--- config.mk ---
export PLATFORM = sky130hd
export DESIGN_NAME = csa_accumulator
export DESIGN_NICKNAME = d
export VERILOG_FILES = /design/src/rtl/csa_pkg.sv /design/src/rtl/csa_row.sv /design/src/rtl/csa_accumulator.sv
export SDC_FILE = /design/constraint.sdc
export NUM_CORES = 1
export LEC_CHECK = 0
export CORE_MARGIN = 2
export CORE_UTILIZATION = 38
export CTS_CLUSTER_DIAMETER = 60
export DETAILED_ROUTE_END_ITERATION = 10
export GPL_TIMING_DRIVEN = 0
export PLACE_DENSITY = 0.6
export SYNTH_ARGS = -nofsm -noshare
export SYNTH_HDL_FRONTEND = slang
export SYNTH_SLANG_ARGS = --single-unit
--- constraint.sdc ---
create_clock -name clk -period 3 [get_ports clk]
set_clock_uncertainty 0.15 [all_clocks]
set_input_delay 0.6 -clock clk [delete_from_list [all_inputs] [get_ports clk]]
set_output_delay 0.6 -clock clk [all_outputs]
set_load 0.05 [all_outputs]
--- src/rtl/csa_pkg.sv ---
`default_nettype none
// ============================================================================
// csa_pkg : state encoding and width helpers for the carry-save accumulator
// Revision: 1.0
// ============================================================================
package csa_pkg;

    typedef enum logic [1:0] {
        ST_IDLE    = 2'd0,
        ST_ACCUM   = 2'd1,
        ST_RESOLVE = 2'd2,
        ST_DONE    = 2'd3
    } csa_state_e;

    function automatic int csa_len_w(input int max_ops);
        return $clog2(max_ops + 1);
    endfunction

    // Growth of LEN_W bits covers MAX_OPS unsigned additions without overflow
    function automatic int csa_out_w(input int width, input int max_ops);
        return width + csa_len_w(max_ops);
    endfunction

endpackage
`default_nettype wire

--- src/rtl/csa_row.sv ---
`default_nettype none
// ============================================================================
// csa_row : combinational N-bit 3:2 compressor, one full adder per bit
// Revision: 1.0
// ============================================================================
module csa_row #(
    parameter int N = 8
) (
    input  logic [N-1:0] x_i,
    input  logic [N-1:0] y_i,
    input  logic [N-1:0] z_i,
    output logic [N-1:0] s_o,
    output logic [N-1:0] c_o
);

    for (genvar i = 0; i < N; i++) begin : g_fa
        assign s_o[i] = x_i[i] ^ y_i[i] ^ z_i[i];
        assign c_o[i] = (x_i[i] & y_i[i]) | (x_i[i] & z_i[i]) | (y_i[i] & z_i[i]);
    end

endmodule
`default_nettype wire

--- src/rtl/csa_accumulator.sv ---
`default_nettype none
// ============================================================================
// csa_accumulator : sequential multi-operand add/sub accumulator holding the
//                   running total in sum/carry form, resolved by one final add
// Revision: 1.0
// ============================================================================
module csa_accumulator
    import csa_pkg::*;
#(
    parameter  int WIDTH   = 16,
    parameter  int MAX_OPS = 15,
    parameter  int SIGNED  = 0,
    localparam int LEN_W   = csa_len_w(MAX_OPS),
    localparam int OUT_W   = csa_out_w(WIDTH, MAX_OPS)
) (
    input  logic             clk,
    input  logic             rst,
    input  logic             start,
    input  logic [LEN_W-1:0] len,
    input  logic             in_valid,
    output logic             in_ready,
    input  logic [WIDTH-1:0] in_data,
    input  logic             in_sub,
    output logic             out_valid,
    input  logic             out_ready,
    output logic [OUT_W-1:0] out_sum,
    output logic             busy
);

    localparam logic [LEN_W-1:0] C_MAX_LEN = LEN_W'(MAX_OPS);

    csa_state_e       state_q;
    logic [OUT_W-1:0] s_q;
    logic [OUT_W-1:0] c_q;
    logic [LEN_W-1:0] rem_q;
    logic [OUT_W-1:0] sum_q;

    logic [OUT_W-1:0] w_x;
    logic [OUT_W-1:0] w_xp;
    logic [OUT_W-1:0] w_row_c;
    logic [OUT_W-1:0] s_d;
    logic [OUT_W-1:0] c_d;
    logic [LEN_W-1:0] w_len_clamped;
    logic             w_accept;

    if (SIGNED != 0) begin : g_signed
        assign w_x = {{LEN_W{in_data[WIDTH-1]}}, in_data};
    end else begin : g_unsigned
        assign w_x = {{LEN_W{1'b0}}, in_data};
    end

    assign w_xp = in_sub ? ~w_x : w_x;

    csa_row #(
        .N (OUT_W)
    ) u_row (
        .x_i (s_q),
        .y_i (c_q),
        .z_i (w_xp),
        .s_o (s_d),
        .c_o (w_row_c)
    );

    // Shift frees the carry LSB, which takes the +1 completing ~X for subtract
    assign c_d = (w_row_c << 1) | {{(OUT_W-1){1'b0}}, in_sub};

    assign w_len_clamped = (len > C_MAX_LEN) ? C_MAX_LEN : len;
    assign w_accept      = in_valid && (state_q == ST_ACCUM);

    always_ff @(posedge clk) begin
        if (rst) begin
            state_q <= ST_IDLE;
            s_q     <= '0;
            c_q     <= '0;
            rem_q   <= '0;
            sum_q   <= '0;
        end else begin
            case (state_q)
                ST_IDLE: begin
                    if (start) begin
                        s_q   <= '0;
                        c_q   <= '0;
                        rem_q <= w_len_clamped;
                        state_q <= (len == '0) ? ST_RESOLVE : ST_ACCUM;
                    end
                end
                ST_ACCUM: begin
                    if (w_accept) begin
                        s_q   <= s_d;
                        c_q   <= c_d;
                        rem_q <= rem_q - LEN_W'(1);
                        if (rem_q == LEN_W'(1)) begin
                            state_q <= ST_RESOLVE;
                        end
                    end
                end
                ST_RESOLVE: begin
                    sum_q   <= s_q + c_q;
                    state_q <= ST_DONE;
                end
                ST_DONE: begin
                    if (out_ready) begin
                        state_q <= ST_IDLE;
                    end
                end
                default: state_q <= ST_IDLE;
            endcase
        end
    end

    assign in_ready  = (state_q == ST_ACCUM);
    assign out_valid = (state_q == ST_DONE);
    assign busy      = (state_q != ST_IDLE);
    assign out_sum   = sum_q;

endmodule
`default_nettype wire

# After elaboration in Yosys (flattened, before gate mapping)
# Index checks and enable logic that the tools add are counted.
[totals]
output_inout_bits = 23
ff_bits = 66
in_bits = 26
[classes]
eq_ne = 8
order_cmp = 1
reduce_logical = 7
addsub = 2
bitwise_logic = 137
muxes = 16
[ops]
columns = ["operator", "n"]
rows = [
  ["$mux W20", 4],
  ["$pmux W20 S2", 2],
  ["$and A1 B1 Y1", 57],
  ["$xor A1 B1 Y1", 40],
  ["$or A1 B1 Y1", 38],
  ["$add A20 B20 Y20", 1],
  ["$not A16 Y20", 1],
  ["$or A20 B1 Y20", 1],
  ["$mux W4", 3],
  ["$mux W2", 5],
  ["$pmux W2 S4", 1],
  ["$pmux W4 S2", 1],
  ["$ne A2 B1 Y1 const B", 3],
  ["$eq A2 B2 Y1 const B", 2],
  ["$eq A4 B1 Y1 const B", 1],
  ["$gt A4 B4 Y1 const B", 1],
  ["$logic_not A4 Y1", 1],
  ["$reduce_and A4 Y1", 1],
  ["$reduce_bool A2 Y1", 2],
  ["$sub A4 B1 Y4 const B", 1],
  ["$reduce_and A3 Y1", 1],
  ["$eq A2 B1 Y1 const B", 1],
  ["$logic_not A2 Y1", 1],
  ["$ne A2 B2 Y1 const B", 1],
  ["$logic_and A1 B1 Y1", 1],
]

# Logic depth before layout (Yosys ltp)
# Gate-level depths: netlist (run 1).
[logic_depth]
ltp_word = 8
depth_mapped = 10
ltp_nobuf = 9

# By module
# From an unflattened synthesis (run 1), not the netlist that was laid out.
[hier_totals]
cells_unflattened = 429
hier_area_um2 = 3916.3
[modules_own_cells]
columns = ["mod", "seq_area_each_um2", "cells_each", "n_inst", "area_per_inst_um2"]
rows = [
  ["csa_accumulator", 1321.3, 409, 1, 3515.9],
  ["csa_row", 0.0, 20, 1, 400.4],
]

# Worst setup path after synthesis (run 1)
# Ideal clock, no wire load.
[synth_timing]
path_type = "input to register"
startpoint = "input in_sub"
endpoint = "register s_q[18]"
arrival_time_ps = 2305
setup_time_ps = 128
stages = 7
required_time_ps = 2722
slack_ps = 417
cell_sequence = "clkbuf_1 > buf_1 > inv_1 > fa_1 > nor2_1 > a21oi_1 > nor2_1"
[synth_between]
elab_chain_len = 4
[synth_rtl]
columns = ["element", "line_no", "rtl"]
rows = [
  ["start: declaration", "csa_accumulator.sv:23", "input logic in_sub,"],
  ["$mux W20", "csa_accumulator.sv:52", "assign w_xp = in_sub ? ~w_x : w_x;"],
  ["$xor A1 B1 Y1", "csa_row.sv:17", "assign s_o[i] = x_i[i] ^ y_i[i] ^ z_i[i];"],
  ["$mux W20", "csa_accumulator.sv:88", "if (w_accept) begin"],
  ["$pmux W20 S2", "csa_accumulator.sv:78", "case (state_q)"],
  ["end signal: assignment", "csa_accumulator.sv:73", "s_q <= '0;"],
  ["end signal: assignment", "csa_accumulator.sv:81", "s_q <= '0;"],
  ["end signal: assignment", "csa_accumulator.sv:89", "s_q <= s_d;"],
  ["end: declaration", "csa_accumulator.sv:33", "logic [OUT_W-1:0] s_q;"],
]
# No other way between the ends. The select of a mux whose other input is x is not followed.
# A chain may end at the register's enable or synchronous reset.

# Worst setup path in the final report (run 1)
[layout_timing]
startpoint = "register s_q[0]"
endpoint = "register sum_q[18] (netlist: out_sum[18])"
[layout_between]
elab_chain_len = 1
[layout_rtl]
columns = ["element", "line_no", "rtl"]
rows = [
  ["$add A20 B20 Y20", "csa_accumulator.sv:98", "sum_q <= s_q + c_q;"],
  ["end signal: assignment", "csa_accumulator.sv:98", ""],
  ["end: declaration", "csa_accumulator.sv:36", "logic [OUT_W-1:0] sum_q;"],
]
# No other way between the ends.

==> reports/results.ini, run 1 <==
[placement]
pre_cts_ws_ns=-0.817
io_buffers=48
dp.cells=668
postPlaceCellArea_sq_um=4690
dp_hpwl_mm=7.38
routabilityCongestion=0.888

[synth]
yosysTopAreaCell=dfxtp_1
synthTopCellsByArea=dfxtp_1 (33%), fa_1 (9.9%), nor2_1 (9.9%)
synth.top_cell.area_share=0.327
synth_common_cells=nor2_1 (106), dfxtp_1 (66), a21oi_1 (57)
synth_area_per_cell_sq_um=8.34
synth_edf_count=0
yosysUniqueCellTypes=47
synth_seq_cells=66
yosysWarnings=0
syn-num-nets=556
synth-seq-area-share=0.327
synthCells=484
syn_area_sq_um=4040
async_reset_ff_frac=0
synthMostInstantiatedCell=nor2_1
synthFlopType=dfxtp_1

[grt]
grt_max_degree=20
grt_overflow_total=0
grt_use_total=0.184
grt.met1_usage=0.254
busiest_layer=met2
grt.met3_usage=0.0243
grt_pass1_vias=3361
grt_pass1_wl_mm=16.5
antenna_found_initial=0
grt_use_met2=0.290

[route]
vias=3413
ant_nets=0
dr.pass1.iters=4
wl_per_cell_um=14.2
drcViolationCount=0
viasPerCell=5.00
initialDrtViolationCount=163
routed_wirelength_mm=9.68

[cells_and_area]
num_antenna_cells=0
stdcell_count=683
syn_to_final_growth_pct=22.2
n_fill_cell=1011
drive_above_1_share=0.0494
fin_area_sq_um=4930
nets=614

[cts]
cts_tree=yes
postCtsSetupBuffers=0
cts_sinks=66
cts_buffers=9
path_clk_slew_ns=0.08
cts-htree-levels=3
clk_path_buf_depth=2
hold_buffers=0
worstSkewPairLatency_ns=0.35
root_buffer=clkbuf_8

[timing]
finalCriticalPeriod_ns=2.76
timing.final.crit_share=0.919
fmax_mhz=363
rsz0062_at_grt=no
setup-tns-final_ns=0
slew_headroom=0.515
worst_slack_ns=0.243
timing.final.max_slew_violations=0
worst_pin_slew_ns=0.728
finalSetupViolCount=0
timing.final.hold_violations=0

[critical_path]
path_max_fanout=3
critical_path_required_ns=3.09
crit_type=reg -> reg
cp.arrival_ns=2.85
start_kind=flop
worstSetupEndpointType=flop

[pwr]
leakagePower_nw=1.92
p_per_area_nw_per_um2=613
peakVddDrop_mv=0.281

[die]
core_sq_um=10300
dieArea_sq_um=11500
dieWidth_um=107
start_util=0.391
placementRows=37
die-height_um=107
io_pins=49

[run_status]
outcome=completed

[run]
cap_violations=0

[hold_path]
min_path_type=reg -> reg

cells by family after synthesis:
family | share of synthesized area
AO/OA/AOI/OAI | 0.168
XOR/XNOR | 0.0759
adder cells (fa/ha/maj) | 0.180
buffers and inverters | 0.0635
flip-flops | 0.327
multiplexers | 0.0322
AND/OR/NAND/NOR | 0.154
sequential cells by signal, indices dropped and copies added, names as in the netlist:
| register | cells |
|---|---|
| out_sum | 20 |
| state_q | 2 |
| s_q | 20 |
| c_q | 20 |
| rem_q | 4 |
worst max-delay path, stage by stage, from the launching register on:
cell and delay [ns]:
dfxtp_1 0.34, ha_1 0.24, fa_1 0.42, a21o_1 0.22, a221o_2 0.40, a41oi_2 0.26, o31a_4 0.18, o31ai_2 0.07
xor2_1 0.17, a22o_1 0.20
final timing paths:
check	from	end	slack [ns]	cells after the start
worst min register to register	out_sum[18]	out_sum[18]	0.33	1
worst min-delay path	out_sum[18]	out_sum[18]	0.33	1
worst max register to register	s_q[0]	out_sum[18]	0.24	9
worst max-delay path	s_q[0]	out_sum[18]	0.24	9
stage by stage:
| stage | hold WS, ns | util | total power [W] |
|---|---|---|---|
| after floorplan | 0.318 | - | 0.00177 |
| after detailed placement | 0.317 | 0.454 | 0.00210 |
| after global placement | 0.312 | 0.454 | 0.00208 |
| after CTS | 0.334 | 0.478 | 0.00305 |
| after global routing | 0.345 | 0.478 | 0.00322 |
| final | 0.327 | 0.478 | 0.00303 |
metal layers:
layer | up-vias | wire (um) | part of all wire
li1 | 1719 | - | -
met1 | 1602 | 4590 | 0.47
met2 | 77 | 4460 | 0.46
met3 | 15 | 444 | 0.046
met4 | 0 | 183 | 0.019
met5 | - | 0 | 0
what timing repair did:
item / 4_1_cts / 5_1_grt
hold endpoints to repair: 0 / 0
resized for setup: 1 / 0
setup endpoints to repair: 20 / 0
power breakdown:
part	internal (W)	switching [W]
sequential	0.000950	0.0000630
clock	0.000561	0.000390
combinational	0.000364	0.000697
total	0.00188	0.00115
placed cells by master (no fill, tap or decap), types with 4 or more instances in the layout:
| master | synthesis | final |
|---|---|---|
| nand3_1 | 6 | 6 |
| xnor2_1 | 26 | 26 |
| nor2_1 | 106 | 106 |
| a22oi_1 | 6 | 6 |
| o21ai_1 | 5 | 5 |
| o21ai_0 | 6 | 6 |
| a21oi_1 | 57 | 57 |
| ha_1 | 26 | 26 |
| buf_2 | 4 | 4 |
| a22o_1 | 4 | 4 |
| dfxtp_1 | 66 | 66 |
| xor2_1 | 9 | 9 |
| nand2_1 | 17 | 17 |
| clkbuf_8 | 0 | 9 |
| and3_1 | 4 | 4 |
| a21o_1 | 8 | 8 |
| mux2i_1 | 13 | 13 |
| fa_1 | 20 | 20 |
| clkbuf_1 | 15 | 14 |
| inv_1 | 43 | 43 |
| clkdlybuf4s50_1 | 0 | 48 |
cell type report:
type	instances	area (sq um)	area share
inverters	44	165	0.0335
clock buffers	9	124	0.0251
repair buffers	48	480	0.0974
well taps	136	170	0.0345
clock inverters	7	124	0.0251
multi-input cells	351	2460	0.499
plain buffers	22	88.8	0.0180
flip-flops and latches	66	1320	0.268
No activity file was read; power rests on OpenSTA's default activity.
==> inputs of run 2 (changes only) <==
Settings changed: CORE_UTILIZATION 38 to 56, PLACE_DENSITY 0.6 to 0.82.
==> run 2 against run 1 <==
Sequential cell count is the same. Global-route usage rose by 7.8 points. Register-to-register slack worse by 0.04 ns. Final cell count fell by 6.0%. Clock-buffer cell count up 3. Clock power decreased by 8.5%. Non-clock buffer count rose by 1. Die area shrank 31%. Wire length shrank 1.6%. Via count is 5.0% higher. Worst hold slack improved by 0.0043 ns. Highest routed layer unchanged. Critical endpoint unchanged.
==> reports/results.ini, run 2 (synthesis gave the netlist of run 1 again) <==
[route]
wl_per_cell_um=14.8  ; was 14.2 um
drcViolationCount=0  ; unchanged
initialDrtViolationCount=225  ; was 163
viasPerCell=5.58  ; was 5.00
dr.pass1.iters=4  ; unchanged
vias=3582  ; was 3413
routed_wirelength_mm=9.52  ; was 9.68 mm
ant_nets=0  ; unchanged

[cells_and_area]
drive_above_1_share=0.0476  ; was 0.0494
fin_area_sq_um=4870  ; was 4930 sq um
final_common_cell=nor2_1  ; unchanged
stdcell_count=642  ; was 683
final_cell_mix=nor2_1 (106), dfxtp_1 (66), a21oi_1 (57)  ; unchanged
nets=615  ; was 614
syn_to_final_growth_pct=20.5  ; was 22.2%
num_antenna_cells=0  ; unchanged

[critical_path]
crit_chain=ha_1, fa_1, a21o_1, a221o_2, a41oi_2, o31a_4, o31ai_2, xor2_1, a22o_1  ; unchanged
max_stage_delay_ns=0.41  ; was 0.42 ns
start_kind=flop  ; unchanged
cp.arrival_ns=2.89  ; was 2.85 ns
critical_path_required_ns=3.09  ; about the same
r2r_slack_ns=0.20  ; was 0.24 ns
crit_type=reg -> reg  ; unchanged
path_max_fanout=3  ; unchanged
crit_slowest_cell=fa_1  ; unchanged
worstSetupEndpointType=flop  ; unchanged

[timing]
finalSetupViolCount=0  ; unchanged
finalCriticalPeriod_ns=2.80  ; was 2.76 ns
setup-tns-final_ns=0  ; unchanged
timing.final.crit_share=0.933  ; was 0.919
slew_headroom=0.560  ; was 0.515
worst_pin_slew_ns=0.660  ; was 0.728 ns
rsz0062_at_grt=no  ; unchanged
timing.final.hold_violations=0  ; unchanged
timing.final.max_slew_violations=0  ; unchanged
holdWs_ns=0.332  ; was 0.327 ns
fmax_mhz=357  ; was 363 MHz

[grt]
grt_pass1_vias=3366  ; was 3361
grt_use_total=0.261  ; was 0.184
grt_pass1_wl_mm=15.5  ; was 16.5 mm
grt_overflow_total=0  ; unchanged
grt_max_degree=11  ; was 20
antenna_found_initial=0  ; unchanged

[die]
start_util=0.588  ; was 0.391
io_pins=49  ; unchanged
placementRows=30  ; was 37
dieArea_sq_um=7910  ; was 11500 sq um
dieWidth_um=88.9  ; was 107 um
core_sq_um=6870  ; was 10300 sq um
die-height_um=88.9  ; was 107 um

[placement]
routabilityCongestion=0.883  ; was 0.888
dp_hpwl_mm=7.18  ; was 7.38 mm
postPlaceCellArea_sq_um=4640  ; was 4690 sq um
io_buffers=48  ; unchanged
dp.cells=628  ; was 668

[cts]
root_buffer=clkbuf_8  ; unchanged
clk_path_buf_depth=2  ; unchanged
cts-htree-levels=3  ; unchanged
hold_buffers=0  ; unchanged
worstSkewPairLatency_ns=0.35  ; about the same
path_clk_slew_ns=0.07  ; was 0.08 ns
cts_tree=yes  ; unchanged
cts_buffers=9  ; unchanged
cts_sinks=66  ; unchanged

[pwr]
peakVddDrop_mv=0.274  ; was 0.281 mV
total_power_w=0.00294  ; was 0.00303 W
p_per_area_nw_per_um2=605  ; was 613 nW/um^2
leakagePower_nw=1.92  ; about the same

[hold_path]
min_path_type=reg -> reg  ; unchanged

[run]
cap_violations=0  ; unchanged

[run_status]
outcome=completed  ; unchanged

run 2: changes by cell type in the layout (fill, tap and decap cells not counted):
cell / change
buf_2: +1
bufinv_16: -1
clkbuf_8: +3
clkinvlp_4: -1
inv_6: -3
run 2: final timing paths:
kind,startpoint,end,cells past startpoint
worst max-delay path,s_q[0],out_sum[18],9
worst min-delay path,out_sum[13],out_sum[13],1
worst max register to register,s_q[0],out_sum[18],9
worst min register to register,out_sum[13],out_sum[13],1
run 2: routing by layer:
layer | part of all wire | global-route usage | routed length [um] | vias to the layer above
met3 | 0.059 | 0.0342 | 559 | 24
met5 | 0 | 0 | 0 | -
met1 | 0.46 | 0.354 | 4360 | 1726
met4 | 0.027 | 0.124 | 255 | 0
met2 | 0.46 | 0.417 | 4350 | 108
li1 | - | - | - | 1724
run 2: where the power goes:
part,internal [W],leakage (nW),total (W),switching (W)
Sequential,0.000951,0.533,0.00102,0.0000643
Combinational,0.000362,1.27,0.00106,0.000696
Clock,0.000527,0.115,0.000870,0.000342
Total,0.00184,1.92,0.00294,0.00110
run 2: final cells by class:
type                    count  area [sq um]
fillers                   540          2000
inverters                  44           165
well taps                  96           120
clock inverters             2          60.1
flip-flops and latches     66          1320
repair buffers             48           480
multi-input cells         351          2460
plain buffers              23          93.8
clock buffers              12           165
run 2: repair_timing:
item                       CTS  global route
setup endpoints to repair   20             0
setup buffers                0             0
resized for setup            2             0
run 2: stage by stage:
step | setup WS (ns) | util
3_3_place_gp | -0.637 | 0.675
5_1_grt | 0.101 | 0.709
3_5_place_dp | -0.704 | 0.675
4_1_cts | 0.234 | 0.709
2_1_floorplan | 0.417 | -
6_report | 0.201 | 0.709
run 2: worst max-delay path, delay by kind of cell, from the launching register on:
kind	cells	cell delay, ns
AO/OA/AOI/OAI	6	1.38
XOR/XNOR	1	0.17
adder cells (fa/ha/maj)	2	0.65
flip-flops	1	0.33
